==> src/rtl/core_ctrl_if.sv <==
// Control/handshake bundle between core_ctrl (master) and the datapath and memory ports (slave).
// The performance counter signals exist only when CORE_CTRL_PERF_EN is defined.
`ifndef INST_TYPE_END
`define INST_IMM      0
`define INST_REG      1
`define INST_LOAD     2
`define INST_STORE    3
`define INST_UPP      4
`define INST_AUIPC    5
`define INST_JUMP     6
`define INST_JUMPR    7
`define INST_BRANCH   8
`define INST_SYSTEM   9
`define INST_TYPE_END 9
`endif

interface core_ctrl_if;
    // One-hot decoder class; all-zero marks an illegal instruction.
    logic [`INST_TYPE_END:0] inst_type;
    logic [2:0]              funct3;
    logic                    com_true;

    logic                    imem_req;
    logic                    imem_rvalid;
    logic                    dmem_req;
    logic                    dmem_we;
    logic                    dmem_ack;

    logic                    ir_we;
    logic                    reg_we;
    logic                    csr_we;
    logic                    pc_we;
    logic [1:0]              pc_sel;
    logic                    retire;
    logic                    halted;
    logic [1:0]              trap_cause;
`ifdef CORE_CTRL_PERF_EN
    logic [63:0]             cycle_cnt;
    logic [63:0]             instret_cnt;
`endif

    modport master (
        input  inst_type, funct3, com_true, imem_rvalid, dmem_ack,
        output imem_req, dmem_req, dmem_we, ir_we, reg_we, csr_we,
        output pc_we, pc_sel, retire, halted, trap_cause
`ifdef CORE_CTRL_PERF_EN
        , output cycle_cnt, instret_cnt
`endif
    );

    modport slave (
        output inst_type, funct3, com_true, imem_rvalid, dmem_ack,
        input  imem_req, dmem_req, dmem_we, ir_we, reg_we, csr_we,
        input  pc_we, pc_sel, retire, halted, trap_cause
`ifdef CORE_CTRL_PERF_EN
        , input cycle_cnt, instret_cnt
`endif
    );
endinterface

==> src/rtl/core_ctrl.sv <==
// Multi-cycle FETCH/DECODE/EXEC/MEM sequencer for the single-issue RV32I core, trapping on
// illegal, ecall/ebreak or memory timeout. Define CORE_CTRL_PERF_EN to add cycle/instret counters.
module core_ctrl #(
    parameter int TIMEOUT = 255,
    parameter int TO_W    = 8
) (
    input  logic        clk,
    input  logic        reset_n,
    core_ctrl_if.master bus
);

    localparam int IW = `INST_TYPE_END + 1;

    localparam logic [1:0] CAUSE_NONE    = 2'd0;
    localparam logic [1:0] CAUSE_ILLEGAL = 2'd1;
    localparam logic [1:0] CAUSE_ECALL   = 2'd2;
    localparam logic [1:0] CAUSE_TIMEOUT = 2'd3;

    localparam logic [1:0] PC_SEQ  = 2'd0;
    localparam logic [1:0] PC_REL  = 2'd1;
    localparam logic [1:0] PC_JALR = 2'd2;

    // A request that has already waited TIMEOUT-1 cycles traps if this cycle also goes unanswered.
    localparam logic [TO_W-1:0] TO_LAST = TO_W'(TIMEOUT - 1);

    typedef enum logic [2:0] {
        ST_FETCH,
        ST_DECODE,
        ST_EXEC,
        ST_MEM,
        ST_TRAP
    } state_t;

    state_t            state_q;
    state_t            state_d;
    logic [TO_W-1:0]   to_cnt_q;
    logic [1:0]        cause_q;
    logic [1:0]        cause_d;
    logic              store_q;
    logic              cnt_run;

    logic              imem_req_c;
    logic              dmem_req_c;
    logic              dmem_we_c;
    logic              ir_we_c;
    logic              reg_we_c;
    logic              csr_we_c;
    logic              pc_we_c;
    logic [1:0]        pc_sel_c;
    logic              retire_c;
    logic              halted_c;

    function automatic logic [TO_W-1:0] sat_inc(input logic [TO_W-1:0] v);
        return (v == {TO_W{1'b1}}) ? v : v + TO_W'(1);
    endfunction

    function automatic logic writes_rd(input logic [IW-1:0] t);
        return t[`INST_IMM] | t[`INST_REG] | t[`INST_UPP] | t[`INST_AUIPC] |
               t[`INST_JUMP] | t[`INST_JUMPR] | t[`INST_SYSTEM];
    endfunction

    function automatic logic [1:0] next_pc_sel(input logic [IW-1:0] t, input logic taken);
        logic [1:0] sel;
        sel = PC_SEQ;
        if (t[`INST_JUMP])
            sel = PC_REL;
        else if (t[`INST_JUMPR])
            sel = PC_JALR;
        else if (t[`INST_BRANCH] && taken)
            sel = PC_REL;
        return sel;
    endfunction

    always_ff @(posedge clk) begin
        if (!reset_n) begin
            state_q  <= ST_FETCH;
            to_cnt_q <= '0;
            cause_q  <= CAUSE_NONE;
        end else begin
            state_q  <= state_d;
            to_cnt_q <= cnt_run ? sat_inc(to_cnt_q) : '0;
            if (state_q != ST_TRAP && state_d == ST_TRAP)
                cause_q <= cause_d;
        end
    end

    // Latch the access direction on the way into MEM so dmem_we cannot move mid-request.
    always_ff @(posedge clk) begin
        if (state_q == ST_EXEC)
            store_q <= bus.inst_type[`INST_STORE];
    end

    always_comb begin
        state_d    = state_q;
        cause_d    = CAUSE_NONE;
        cnt_run    = 1'b0;
        imem_req_c = 1'b0;
        dmem_req_c = 1'b0;
        dmem_we_c  = 1'b0;
        ir_we_c    = 1'b0;
        reg_we_c   = 1'b0;
        csr_we_c   = 1'b0;
        pc_we_c    = 1'b0;
        pc_sel_c   = PC_SEQ;
        retire_c   = 1'b0;
        halted_c   = 1'b0;

        case (state_q)
            ST_FETCH: begin
                imem_req_c = 1'b1;
                if (bus.imem_rvalid) begin
                    ir_we_c = 1'b1;
                    state_d = ST_DECODE;
                end else begin
                    cnt_run = 1'b1;
                    if (to_cnt_q >= TO_LAST) begin
                        state_d = ST_TRAP;
                        cause_d = CAUSE_TIMEOUT;
                    end
                end
            end
            ST_DECODE: begin
                if (bus.inst_type == '0) begin
                    state_d = ST_TRAP;
                    cause_d = CAUSE_ILLEGAL;
                end else if (bus.inst_type[`INST_SYSTEM] && bus.funct3 == 3'd0) begin
                    state_d = ST_TRAP;
                    cause_d = CAUSE_ECALL;
                end else begin
                    state_d = ST_EXEC;
                end
            end
            ST_EXEC: begin
                if (bus.inst_type[`INST_LOAD] || bus.inst_type[`INST_STORE]) begin
                    state_d = ST_MEM;
                end else begin
                    pc_we_c  = 1'b1;
                    retire_c = 1'b1;
                    reg_we_c = writes_rd(bus.inst_type);
                    csr_we_c = bus.inst_type[`INST_SYSTEM];
                    pc_sel_c = next_pc_sel(bus.inst_type, bus.com_true);
                    state_d  = ST_FETCH;
                end
            end
            ST_MEM: begin
                dmem_req_c = 1'b1;
                dmem_we_c  = store_q;
                if (bus.dmem_ack) begin
                    pc_we_c  = 1'b1;
                    retire_c = 1'b1;
                    reg_we_c = !store_q;
                    state_d  = ST_FETCH;
                end else begin
                    cnt_run = 1'b1;
                    if (to_cnt_q >= TO_LAST) begin
                        state_d = ST_TRAP;
                        cause_d = CAUSE_TIMEOUT;
                    end
                end
            end
            ST_TRAP: begin
                halted_c = 1'b1;
            end
            default: begin
                state_d = ST_FETCH;
            end
        endcase

        // Reset wins over any handshake in flight, including one completing this edge.
        if (!reset_n) begin
            imem_req_c = 1'b0;
            dmem_req_c = 1'b0;
            dmem_we_c  = 1'b0;
            ir_we_c    = 1'b0;
            reg_we_c   = 1'b0;
            csr_we_c   = 1'b0;
            pc_we_c    = 1'b0;
            pc_sel_c   = PC_SEQ;
            retire_c   = 1'b0;
            halted_c   = 1'b0;
        end
    end

    assign bus.imem_req   = imem_req_c;
    assign bus.dmem_req   = dmem_req_c;
    assign bus.dmem_we    = dmem_we_c;
    assign bus.ir_we      = ir_we_c;
    assign bus.reg_we     = reg_we_c;
    assign bus.csr_we     = csr_we_c;
    assign bus.pc_we      = pc_we_c;
    assign bus.pc_sel     = pc_sel_c;
    assign bus.retire     = retire_c;
    assign bus.halted     = halted_c;
    assign bus.trap_cause = cause_q;

`ifdef CORE_CTRL_PERF_EN
    logic [63:0] cycle_q;
    logic [63:0] instret_q;

    always_ff @(posedge clk) begin
        if (!reset_n) begin
            cycle_q   <= '0;
            instret_q <= '0;
        end else begin
            if (state_q != ST_TRAP)
                cycle_q <= cycle_q + 64'd1;
            if (retire_c)
                instret_q <= instret_q + 64'd1;
        end
    end

    assign bus.cycle_cnt   = cycle_q;
    assign bus.instret_cnt = instret_q;
`endif

endmodule

==> src/flat_wrapper.sv <==
// flat-port wrapper written by rule: the top's interface ports become plain ports
module core_ctrl_flat 
#(
    parameter int TIMEOUT = 255,
    parameter int TO_W    = 8
)
  (clk, reset_n, bus_inst_type, bus_funct3, bus_com_true, bus_imem_rvalid, bus_dmem_ack, bus_imem_req, bus_dmem_req, bus_dmem_we, bus_ir_we, bus_reg_we, bus_csr_we, bus_pc_we, bus_pc_sel, bus_retire, bus_halted, bus_trap_cause);
  core_ctrl_if bus_i ();
  input  logic clk;
  input  logic reset_n;
  input wire logic [$bits(bus_i.inst_type)-1:0] bus_inst_type;
  input wire logic [$bits(bus_i.funct3)-1:0] bus_funct3;
  input wire logic [$bits(bus_i.com_true)-1:0] bus_com_true;
  input wire logic [$bits(bus_i.imem_rvalid)-1:0] bus_imem_rvalid;
  input wire logic [$bits(bus_i.dmem_ack)-1:0] bus_dmem_ack;
  output wire logic [$bits(bus_i.imem_req)-1:0] bus_imem_req;
  output wire logic [$bits(bus_i.dmem_req)-1:0] bus_dmem_req;
  output wire logic [$bits(bus_i.dmem_we)-1:0] bus_dmem_we;
  output wire logic [$bits(bus_i.ir_we)-1:0] bus_ir_we;
  output wire logic [$bits(bus_i.reg_we)-1:0] bus_reg_we;
  output wire logic [$bits(bus_i.csr_we)-1:0] bus_csr_we;
  output wire logic [$bits(bus_i.pc_we)-1:0] bus_pc_we;
  output wire logic [$bits(bus_i.pc_sel)-1:0] bus_pc_sel;
  output wire logic [$bits(bus_i.retire)-1:0] bus_retire;
  output wire logic [$bits(bus_i.halted)-1:0] bus_halted;
  output wire logic [$bits(bus_i.trap_cause)-1:0] bus_trap_cause;
  assign bus_i.inst_type = bus_inst_type;
  assign bus_i.funct3 = bus_funct3;
  assign bus_i.com_true = bus_com_true;
  assign bus_i.imem_rvalid = bus_imem_rvalid;
  assign bus_i.dmem_ack = bus_dmem_ack;
  assign bus_imem_req = bus_i.imem_req;
  assign bus_dmem_req = bus_i.dmem_req;
  assign bus_dmem_we = bus_i.dmem_we;
  assign bus_ir_we = bus_i.ir_we;
  assign bus_reg_we = bus_i.reg_we;
  assign bus_csr_we = bus_i.csr_we;
  assign bus_pc_we = bus_i.pc_we;
  assign bus_pc_sel = bus_i.pc_sel;
  assign bus_retire = bus_i.retire;
  assign bus_halted = bus_i.halted;
  assign bus_trap_cause = bus_i.trap_cause;
  core_ctrl #(.TIMEOUT(TIMEOUT), .TO_W(TO_W)) u_core (.clk(clk), .reset_n(reset_n), .bus(bus_i));
endmodule
==> config.mk <==
export PLATFORM = sky130hd
export DESIGN_NAME = core_ctrl_flat
export DESIGN_NICKNAME = d
export VERILOG_FILES = /design/src/rtl/core_ctrl_if.sv /design/src/rtl/core_ctrl.sv /design/src/flat_wrapper.sv
export SDC_FILE = /design/constraint.sdc
export NUM_CORES = 1
export LEC_CHECK = 0
export ABC_CLOCK_PERIOD_IN_PS = 2850
export BUFFER_PORTS_ARGS = -buffer_cell sky130_fd_sc_hd__clkbuf_2
export CORE_AREA = 2 2 45 47
export CTS_CLUSTER_SIZE = 28
export DETAILED_ROUTE_END_ITERATION = 7
export DIE_AREA = 0 0 47 49
export GPL_ROUTABILITY_DRIVEN = 0
export HOLD_SLACK_MARGIN = 0.08
export PLACE_DENSITY = 0.85
export SLEW_MARGIN = 5
export SYNTH_ARGS = -nofsm -noshare
export SYNTH_HDL_FRONTEND = slang
export SYNTH_SLANG_ARGS = --single-unit
==> constraint.sdc <==
create_clock -name clk -period 2.85 [get_ports clk]
set_input_delay 0.285 -clock clk [delete_from_list [all_inputs] [get_ports clk]]
set_output_delay 0.285 -clock clk [all_outputs]
set_load 0.02 [all_outputs]
==> metrics.md <==
| Metric | Value |
|---|---|
| Asr flop ratio synth | 0% |
| Post-CTS setup buffers | 0 |
| Crit-path max FO | 12 |
| Crit-path slowest cell | dfxtp_1 |
| Clk slew on worst S/H paths | 0.09 ns |
| Syn nets | 124 |
| Ant diodes | 0 |
| Starting density of the core | 46.7% |
| Vias in the first global route | 778 |
| Drt pass-1 iters | 4 |
| Avg WL per Cell | 12.0 um |
| Cell Chain, Critical Path | or3b_1 -> nor3_1 -> nand2_1 -> nor3_1 -> clkbuf_2 |
| Die Y | slightly below 50 um |
| M2 GR Usage | 32.4% |
| Register Area | 290 um^2 |
| Post-DR vias/cell | 5.29 |
| CP Launch Type | flip-flop |
| Slew HR | 70.9% |
| Endpoint arrival time on the critical path | 2.05 ns |
| Internal | 0.313 mW |
| GRT Resource Usage Total | 18.9% |
| Ranking of synthesized cells by area | dfxtp_1 (30%), nand3_1 (4.7%), and3_1 (4.4%) |
| Detailed placement HPWL | 1550 um |
| Yosys top cell area share | 30.3% |
| FF+latch count, synth | 14 |
| Final cell count without fillers | 160 |
| Syn Inst Count | approximately 100 |
| Multi-input logic area | 523 um^2 |
| Port buffer count | 30 |
| Netlist cell types | 38 |
| Min-delay src | bus_inst_type[3] |
| Core area | roughly 1800 um^2 |
| Post-Synth XOR/XNOR Area | under 10% |
| Multiplexer share of the synthesized area | 1.16% |
| Syn Area/Cell | 8.27 um^2 |
| Final hold vios | 0 |
| WP data required | about 2.6 ns |
| Reg2reg path depth | 5 |
| Hold endpoint | u_core.store_q |
| Share of layout cells above drive strength 1 | a little under 30% |
| Placed Instances | between 150 and 200 |
| Switching Power | between 0.1 and 0.15 mW |
| Crit path top cell by count | nor3_1 |
| First-pass GRT wire length | 3290 um |
| H-tree depth | 1 |
| Max Buffers Root-to-Sink | 2 |
| Slew Viols, Final | 0 |
| Rows | 16 |
| Die W | 47 um |
| Family with the most delay on the worst path | simple AND/OR/NAND/NOR gates |
| P_leak | 0.471 nW |
| Tmin final | about 2.3 ns |
| Cts repair resizes | 0 |
| Root buf cell | clkbuf_4 |
| Max incr delay on CP | 0.56 ns |
| Clk network pwr share | roughly a third |
| Final WL | 1920 um |
| Initial antenna violation count | 0 |
| Cell taking the most area after synthesis | dfxtp_1 |
| M3 GR Usage | 3.70% |
| Switching share of power | 27.6% |
| DR DRC count | 0 |
| Post-synthesis sequential area ratio | 33.8% |
| Final period util | 81.8% |
| Worst vdd ir | 0.000223 V |
| Clock Skew | approximately 0.0016 ns |
| Predominant post-synthesis flop cell | dfxtp_1 |
| Compound-Gate Fraction of Synth Area | between 15 and 20% |
| GR peak layer | met2 |
| Worst hold stages | 1 |
| Status | finished, final reports clean |
| Syn. warnings | 0 |
| GR met1 Demand/Resource | about a quarter |
| Nets | about 150 |
| GR Overflow Total | 0 |
| Clock tree from TritonCTS | done |
| Count leader, synth | dfxtp_1 |
| Post-Synth Adder-Cell Area | 2.91% |
| Clock Sinks | 14 |
| Reg-to-reg startpoint | u_core.to_cnt_q[0] |
| Final setup viols | 0 |
| Post-synth EDFFs | 1 |
| Power density over cell area | 411 nW/um^2 |
| Main combinational cell family by area after synthesis | simple AND/OR/NAND/NOR gates |
| Total number of vias | 847 |
| Synth cell count leaders | dfxtp_1 (13), nand2_1 (9), nand3_1 (8), nor2_1 (8), a21oi_1 (7) |
| Worst reg2reg path endpoint | u_core.bus.trap_cause[0] |
| Seq pwr share | 50.3% |
| CP endpoint kind | output pin |
| Antenna Nets Post-Route | 0 |
| Post-synthesis simple-gate area fraction | 37.6% |
| Worst hold-check path type | input pin to flip-flop |
| RSZ-0062 raised after global routing | false |
| Largest net degree at the start of global routing | 13 |
| Critical path depth in cells | 5 |
| Critical path type | flip-flop to output pin |
| Max cap viols | 0 |
| Cts hold-fix bufs | 0 |
| Worst-Skew Late Latency | slightly below 0.3 ns |
| Area of the die | 2300 um^2 |
| DR iter-0 viols | 22 |
| I/O pin count | 31 |
| Logic gate share of total power | around 15% |
| Achievable Freq | 0.429 GHz |
| CP Buf/Inv Count | 1 |
| Sum of negative setup slack | 0 ns |
| Fillers | 184 |
| Total CTS buffers | 3 |
| R2R Setup Slk | 1.34 ns |
| Mapped cell area | 860 um^2 |
| Area Overhead vs Synth | 22.4% |
| Slew @ Worst Pin | 0.433 ns |
-- flip-flops by register name, summed over array words and instances (netlist names) --
signal	count
u_core.bus.trap_cause	2
u_core.state_q	3
u_core.store_q	1
u_core.to_cnt_q	8
-- how the worst max path moves through the flow --
stage | to | start
final | bus_pc_sel[1] | u_core.state_q[1]
after global routing | bus_pc_sel[1] | u_core.state_q[1]
after floorplan | bus_pc_sel[1] | u_core.state_q[0]
after detailed placement | bus_pc_sel[1] | u_core.state_q[1]
after CTS | bus_pc_sel[1] | u_core.state_q[1]
after global placement | bus_pc_sel[1] | u_core.state_q[1]
-- power groups by stage --
stage | registers [mW] | clock network (mW) | logic, mW
after floorplan | 0.214 | 0 | 0.0478
after detailed placement | 0.222 | 0 | 0.0658
after CTS | 0.217 | 0.148 | 0.0662
after global placement | 0.221 | 0 | 0.0644
after global routing | 0.219 | 0.157 | 0.0734
final | 0.218 | 0.148 | 0.0662
-- cell type report --
class,instances,share of cell area (%)
inverter,5,1.78
tap,27,3.21
clock buffer,4,3.45
multi-input combinational,80,49.7
sequential,14,27.6
timing repair buffer,30,14.3
-- metal layers --
layer  up-vias  part of all wire, %
li1        436                    -
met1       391                   44
met2        17                   52
met3         3                  3.2
met4         0                 0.99
met5         -                    0
-- kinds of logic after synthesis --
kind of cell	after synthesis
xor+xnor	4
simple gates	54
mux	1
fa+ha+maj	2
buf+inv	10
compound gates	19
flops	14
-- stage by stage --
step	power (mW)	setup WS, ns	area, um^2	utilization, %	hold WS, ns
2_1_floorplan	0.262	0.939	860	-	0.384
4_1_cts	0.432	0.535	1050	57.1	0.221
5_1_grt	0.449	0.230	1050	57.1	0.225
3_3_place_gp	0.285	0.951	1020	55.2	0.455
6_report	0.432	0.517	1050	57.1	0.219
3_5_place_dp	0.288	0.855	1020	55.2	0.471
-- layout by cell type (no fill, tap or decap), types with 3 or more instances in the layout --
| cell | n |
|---|---|
| a21oi_1 | 7 |
| nor2_1 | 8 |
| dfxtp_1 | 13 |
| o21ai_0 | 3 |
| nor4b_1 | 3 |
| nand3_1 | 8 |
| inv_1 | 5 |
| nand2_1 | 9 |
| clkbuf_4 | 3 |
| nor3_1 | 5 |
| clkbuf_2 | 30 |
| and3_1 | 6 |
(Power assumes the default switching activity.)
